--- src/rtl/mem_bus_ctrl_if.sv ---
// Core-side request/response channel of the memory bus controller.
// The core drives requests; the controller answers with a one-cycle pulse.
interface mem_bus_ctrl_if #(
  parameter int ADDR_W = 13,
  parameter int DATA_W = 32
);
  logic              req_valid;
  logic              req_ready;
  logic [ADDR_W-1:0] req_addr;
  logic              req_we;
  logic [DATA_W-1:0] req_wdata;
  logic              rsp_valid;
  logic [DATA_W-1:0] rsp_rdata;
  logic              rsp_err;

  modport master (
    output req_valid,
    output req_addr,
    output req_we,
    output req_wdata,
    input  req_ready,
    input  rsp_valid,
    input  rsp_rdata,
    input  rsp_err
  );

  modport slave (
    input  req_valid,
    input  req_addr,
    input  req_we,
    input  req_wdata,
    output req_ready,
    output rsp_valid,
    output rsp_rdata,
    output rsp_err
  );
endinterface

--- src/rtl/mem_bus_ctrl.sv ---
// Single-outstanding ROM/RAM bus controller with per-region wait states.
// Region is taken from the external decoder in the first access cycle.
module mem_bus_ctrl #(
  parameter int ADDR_W   = 13,
  parameter int DATA_W   = 32,
  parameter int ROM_WAIT = 2,
  parameter int RAM_WAIT = 1
) (
  input  logic              clk,
  input  logic              rst,
  mem_bus_ctrl_if.slave     bus,
  output logic [ADDR_W-1:0] mem_addr,
  input  logic              rom_sel,
  input  logic              ram_sel,
  output logic              rom_cs,
  output logic              ram_cs,
  output logic              ram_we,
  output logic [DATA_W-1:0] mem_wdata,
  input  logic [DATA_W-1:0] rom_rdata,
  input  logic [DATA_W-1:0] ram_rdata
);

  typedef enum logic [1:0] {
    S_IDLE,
    S_ACCESS,
    S_RESP
  } state_e;

  typedef enum logic [1:0] {
    RG_ROM,
    RG_RAM,
    RG_ERR
  } region_e;

  state_e            state_q, state_d;
  region_e           region_q, region_d;
  region_e           region_dec, region_now;
  logic              first_q, first_d;
  logic              we_q, we_d;
  logic [2:0]        cnt_q, cnt_d;
  logic [2:0]        wait_now;
  logic [ADDR_W-1:0] mem_addr_q, mem_addr_d;
  logic [DATA_W-1:0] mem_wdata_q, mem_wdata_d;
  logic [DATA_W-1:0] rsp_rdata_q, rsp_rdata_d;
  logic              rsp_err_q, rsp_err_d;

  always_comb begin
    region_dec = RG_ERR;
    unique case (1'b1)
      (rom_sel && !ram_sel && !we_q): region_dec = RG_ROM;
      (ram_sel && !rom_sel):          region_dec = RG_RAM;
      default:                        region_dec = RG_ERR;
    endcase
  end

  // First access cycle uses the live decode; later cycles the latched one.
  always_comb begin
    region_now = first_q ? region_dec : region_q;
    wait_now   = cnt_q;
    if (first_q) begin
      unique case (region_dec)
        RG_ROM:  wait_now = 3'(ROM_WAIT);
        RG_RAM:  wait_now = 3'(RAM_WAIT);
        default: wait_now = 3'd0;
      endcase
    end
  end

  always_comb begin
    state_d       = state_q;
    region_d      = region_q;
    first_d       = 1'b0;
    we_d          = we_q;
    cnt_d         = cnt_q;
    mem_addr_d    = mem_addr_q;
    mem_wdata_d   = mem_wdata_q;
    rsp_rdata_d   = rsp_rdata_q;
    rsp_err_d     = rsp_err_q;
    bus.req_ready = 1'b0;
    rom_cs        = 1'b0;
    ram_cs        = 1'b0;
    ram_we        = 1'b0;
    unique case (state_q)
      S_IDLE: begin
        bus.req_ready = 1'b1;
        if (bus.req_valid) begin
          mem_addr_d  = bus.req_addr;
          mem_wdata_d = bus.req_wdata;
          we_d        = bus.req_we;
          first_d     = 1'b1;
          state_d     = S_ACCESS;
        end
      end
      S_ACCESS: begin
        region_d = region_now;
        rom_cs   = (region_now == RG_ROM);
        ram_cs   = (region_now == RG_RAM);
        ram_we   = ram_cs && we_q;
        if (wait_now == 3'd0) begin
          cnt_d       = 3'd0;
          rsp_err_d   = (region_now == RG_ERR);
          rsp_rdata_d = '0;
          if (rom_cs) rsp_rdata_d = rom_rdata;
          if (ram_cs && !we_q) rsp_rdata_d = ram_rdata;
          state_d = S_RESP;
        end else begin
          cnt_d = wait_now - 3'd1;
        end
      end
      S_RESP: begin
        state_d = S_IDLE;
      end
      default: begin
        state_d = S_IDLE;
      end
    endcase
  end

  always_ff @(posedge clk) begin
    if (rst) begin
      state_q     <= S_IDLE;
      region_q    <= RG_ERR;
      first_q     <= 1'b0;
      we_q        <= 1'b0;
      cnt_q       <= 3'd0;
      mem_addr_q  <= '0;
      mem_wdata_q <= '0;
      rsp_rdata_q <= '0;
      rsp_err_q   <= 1'b0;
    end else begin
      state_q     <= state_d;
      region_q    <= region_d;
      first_q     <= first_d;
      we_q        <= we_d;
      cnt_q       <= cnt_d;
      mem_addr_q  <= mem_addr_d;
      mem_wdata_q <= mem_wdata_d;
      rsp_rdata_q <= rsp_rdata_d;
      rsp_err_q   <= rsp_err_d;
    end
  end

  assign mem_addr      = mem_addr_q;
  assign mem_wdata     = mem_wdata_q;
  assign bus.rsp_valid = (state_q == S_RESP);
  assign bus.rsp_rdata = rsp_rdata_q;
  assign bus.rsp_err   = rsp_err_q;

endmodule

--- src/flat_wrapper.sv ---
// flat-port wrapper written by rule: the top's interface ports become plain ports
module mem_bus_ctrl_flat 
#(
  parameter int ADDR_W   = 13,
  parameter int DATA_W   = 32,
  parameter int ROM_WAIT = 2,
  parameter int RAM_WAIT = 1
)
  (clk, rst, mem_addr, rom_sel, ram_sel, rom_cs, ram_cs, ram_we, mem_wdata, rom_rdata, ram_rdata, bus_req_valid, bus_req_addr, bus_req_we, bus_req_wdata, bus_req_ready, bus_rsp_valid, bus_rsp_rdata, bus_rsp_err);
  mem_bus_ctrl_if #(.ADDR_W(ADDR_W), .DATA_W(DATA_W)) bus_i ();
  input  logic clk;
  input  logic rst;
  output logic [ADDR_W-1:0] mem_addr;
  input  logic rom_sel;
  input  logic ram_sel;
  output logic rom_cs;
  output logic ram_cs;
  output logic ram_we;
  output logic [DATA_W-1:0] mem_wdata;
  input  logic [DATA_W-1:0] rom_rdata;
  input  logic [DATA_W-1:0] ram_rdata;
  input wire logic [$bits(bus_i.req_valid)-1:0] bus_req_valid;
  input wire logic [$bits(bus_i.req_addr)-1:0] bus_req_addr;
  input wire logic [$bits(bus_i.req_we)-1:0] bus_req_we;
  input wire logic [$bits(bus_i.req_wdata)-1:0] bus_req_wdata;
  output wire logic [$bits(bus_i.req_ready)-1:0] bus_req_ready;
  output wire logic [$bits(bus_i.rsp_valid)-1:0] bus_rsp_valid;
  output wire logic [$bits(bus_i.rsp_rdata)-1:0] bus_rsp_rdata;
  output wire logic [$bits(bus_i.rsp_err)-1:0] bus_rsp_err;
  assign bus_i.req_valid = bus_req_valid;
  assign bus_i.req_addr = bus_req_addr;
  assign bus_i.req_we = bus_req_we;
  assign bus_i.req_wdata = bus_req_wdata;
  assign bus_req_ready = bus_i.req_ready;
  assign bus_rsp_valid = bus_i.rsp_valid;
  assign bus_rsp_rdata = bus_i.rsp_rdata;
  assign bus_rsp_err = bus_i.rsp_err;
  mem_bus_ctrl #(.ADDR_W(ADDR_W), .DATA_W(DATA_W), .ROM_WAIT(ROM_WAIT), .RAM_WAIT(RAM_WAIT)) u_core (.clk(clk), .rst(rst), .bus(bus_i), .mem_addr(mem_addr), .rom_sel(rom_sel), .ram_sel(ram_sel), .rom_cs(rom_cs), .ram_cs(ram_cs), .ram_we(ram_we), .mem_wdata(mem_wdata), .rom_rdata(rom_rdata), .ram_rdata(ram_rdata));
endmodule
--- config.mk ---
export PLATFORM = sky130hd
export DESIGN_NAME = mem_bus_ctrl_flat
export DESIGN_NICKNAME = d
export VERILOG_FILES = /design/src/rtl/mem_bus_ctrl_if.sv /design/src/rtl/mem_bus_ctrl.sv /design/src/flat_wrapper.sv
export SDC_FILE = /design/constraint.sdc
export NUM_CORES = 1
export LEC_CHECK = 0
export BUFFER_PORTS_ARGS = -buffer_cell sky130_fd_sc_hd__buf_4
export CORE_MARGIN = 8
export CORE_UTILIZATION = 46
export CTS_BUF_LIST = sky130_fd_sc_hd__clkbuf_4
export CTS_CLUSTER_DIAMETER = 50
export CTS_CLUSTER_SIZE = 40
export DETAILED_ROUTE_END_ITERATION = 12
export HOLD_SLACK_MARGIN = 0.12
export PLACE_DENSITY = 0.81
export RECOVER_POWER = 100
export SYNTH_ARGS = -nofsm -noshare
export SYNTH_HDL_FRONTEND = slang
export SYNTH_SLANG_ARGS = --single-unit
export TNS_END_PERCENT = 20
--- constraint.sdc ---
create_clock -name clk -period 2.45 [get_ports clk]
set_clock_uncertainty 0.15 [all_clocks]
set_input_delay 0.49 -clock clk [delete_from_list [all_inputs] [get_ports clk]]
set_output_delay 0.49 -clock clk [all_outputs]
set_load 0.1 [all_outputs]
==> impl_metrics.ini <==
[pwr]
clkPwrFrac = 0.276
p_int_w = 0.002444
comb_power_share = 0.331
seq_power_share = 0.394
peakVddDrop_uv = 438.8
p_per_area_nw_per_um2 = 792.6
p_sw_w = 0.001555
sw_frac_of_total = 0.3888
p_leak_nw = 2.184

[layout]
diodes = 0
drive_above_1_share = 0.3850
nets = 710
area_delta_synth_final_pct = 40.78

[worst_setup_path]
crit_required_ps = 1810
rrSetupSlack_ps = 260
worstPathMaxFanout = 4
r2r-end = u_core.mem_wdata[3]
crit_chain = or3b_4 > a21oi_4 > and2_2 > buf_12
worst_path_largest_cell_delay_ps = 430
rr_worst_depth = 5
worst-endpoint-arrival_ps = 1730
critical_path_class = register to primary output
cp-start-kind = register
critPathCaptureType = primary output
crit_path_top_delay_cell = or3b_4
r2r-start = u_core.state_q[1]

[yosys]
synth_edf_count = 0
synth_top_area_frac = 0.4860
synth_cell_types = 30
ys_ff_latch = 87
syn_nets = 523
syn_inst = 408
yosysMostFrequentCell = nand2_1
syn-mean-instance-area_um2 = 8.783
syn_area_um2 = 3583
async_reset_ff_frac = 0
yosys-top-cells-area = dfxtp_1, a21oi_1, a211oi_2
synth_top_flop_cell = dfxtp_1
synth.largest_area_cell = dfxtp_1
synth_commonest_cells = nand2_1, dfxtp_1, a21oi_1
yosys_warnings = 0
ys_seq_area_frac = 0.4860

[placement]
dp_hpwl_um = 8822
portBuffers = 197
gp_congestion = 0.7904
place_ws_ps = 265.3

[timing]
slew_headroom = 0.4917
fmax_ghz = 0.4228
hold_slack_ps = 143.6
rsz0062_at_grt = false
worst_slack_ps = 84.90
period_share = 0.9653
fin_tns_setup_ps = 0
slew_violations = 0
worstMarginPinSlew_ps = 762.5
hold_viol_final = 0
setup_viol = 0
period_needed_ps = 2365

[route]
drt_wl_total_um = 11780
wire_per_inst_um = 16.78
vias = 3692
drt_iter0_markers = 165
postRouteAntennaNets = 0
drcViolationCount = 0
first_pass_iters = 5
avgViaCountPerCell = 5.259

[floorplanning]
start_util = 0.4686
die_y_um = 104.3
num_rows = 32
core_um2 = 7647
die_w_um = 104.3
ios = 198
dieArea_um2 = 10870

[grt]
grt_pass1_wl_um = 18380
grt-ovfl-total = 0
grt_antenna_before_repair = 0
grt_pass1_vias = 3678
grt_max_degree = 42
grt_usage = 0.2041

[clocking]
clk_latency_ps = 420
clock-root-buffer = clkbuf_4
cts.clk_slew.worst_paths_ps = 140
cts_tree = yes
clockBufferDepth = 2
numClockSinks = 87
htree_levels = 3
cts_made_buffers = 9

[worst_hold_path]
hp-class = input pin to register
min_to = u_core.mem_wdata[15]
hold_path_depth = 3
hold_start = bus_req_wdata[15]

[job]
maxCapViolCount = 0

[status]
status = finished clean
[logic make-up after synthesis]
family	synth area share
compound gates	0.3135
buf+inv	0.05900
flops	0.4860
simple gates	0.1414
[cell type report]
type                    count  area, µm²
multi-input cells         279       1503
clock inverters             6      132.6
well taps                 102      127.6
inverters                   3      11.26
fillers                   656       2603
clock buffers              10      75.07
repair buffers            215       1453
flip-flops and latches     87       1743
[stage by stage]
stage	util	cells	power, W	cell area (µm²)
finish	0.6597	702	0.003998	5045
global route	0.6597	702	0.004152	5045
CTS	0.7052	700	0.004145	5393
detailed placement	0.6693	679	0.003033	5119
global placement	0.6693	679	0.003006	5119
floorplan	-	408	0.002648	3602
[worst max-delay path, delay by kind of cell, from the launching register on]
family,cells,cell delay [ps]
and+or+nand+nor,2,620
buffers and inverters,1,170
AOI/OAI and AO/OA,1,160
DFF,1,360
[metal layers]
layer | up-vias | GRT usage | part of all wire
met5 | - | 0 | 0
met4 | 0 | 0.04860 | 0.011
li1 | 1809 | - | -
met3 | 12 | 0.1035 | 0.11
met2 | 161 | 0.3342 | 0.47
met1 | 1710 | 0.2302 | 0.41
[state kept, by name, indices dropped and copies added (netlist names)]
signal,cells
u_core.first_q,1
u_core.mem_wdata,32
u_core.bus.rsp_rdata,32
u_core.mem_addr,13
u_core.state_q,2
u_core.region_q,2
u_core.we_q,1
u_core.bus.rsp_err,1
u_core.cnt_q,3
[worst max path at each step]
stage | start | end | slack, ps | cells after the start
3_5_place_dp | ram_sel | u_core.bus.rsp_rdata[30] | 270 | 5
3_3_place_gp | ram_sel | u_core.bus.rsp_rdata[30] | 330 | 5
5_1_grt | u_core.region_q[1] | ram_we | 20 | 4
6_report | u_core.region_q[1] | ram_we | 80 | 4
2_1_floorplan | u_core.first_q | ram_we | -320 | 4
4_1_cts | u_core.first_q | rom_cs | 40 | 4
[power groups by stage]
stage                     registers (W)  logic [W]  clock network [W]
after floorplan                 0.00230   0.000348                  0
after global placement          0.00160    0.00140                  0
after detailed placement        0.00161    0.00143                  0
after CTS                       0.00158    0.00143            0.00114
after global routing            0.00159    0.00138            0.00118
final                           0.00157    0.00132            0.00110
[what timing repair did]
action | in CTS | in global routing
setup buffers | 0 | 0
pin swaps | 0 | 0
resized for setup | 5 | 1
setup endpoints to repair | 2 | 1
endpoints found under the hold margin | 5 | 2
hold buffers | 5 | 2
[cells in the final DEF, fill, tap and decap left out, types with 3 or more instances in the layout]
master	instances
clkbuf_2	83
a22oi_1	32
a21oi_1	82
bufinv_16	4
dfxtp_1	86
nor2_1	6
nand2_1	98
nor2b_1	3
a211oi_1	33
dlygate4sd3_1	7
o21ai_0	3
buf_4	121
clkbuf_4	11
inv_1	3
Note: power is estimated with default switching activity, not from simulation.
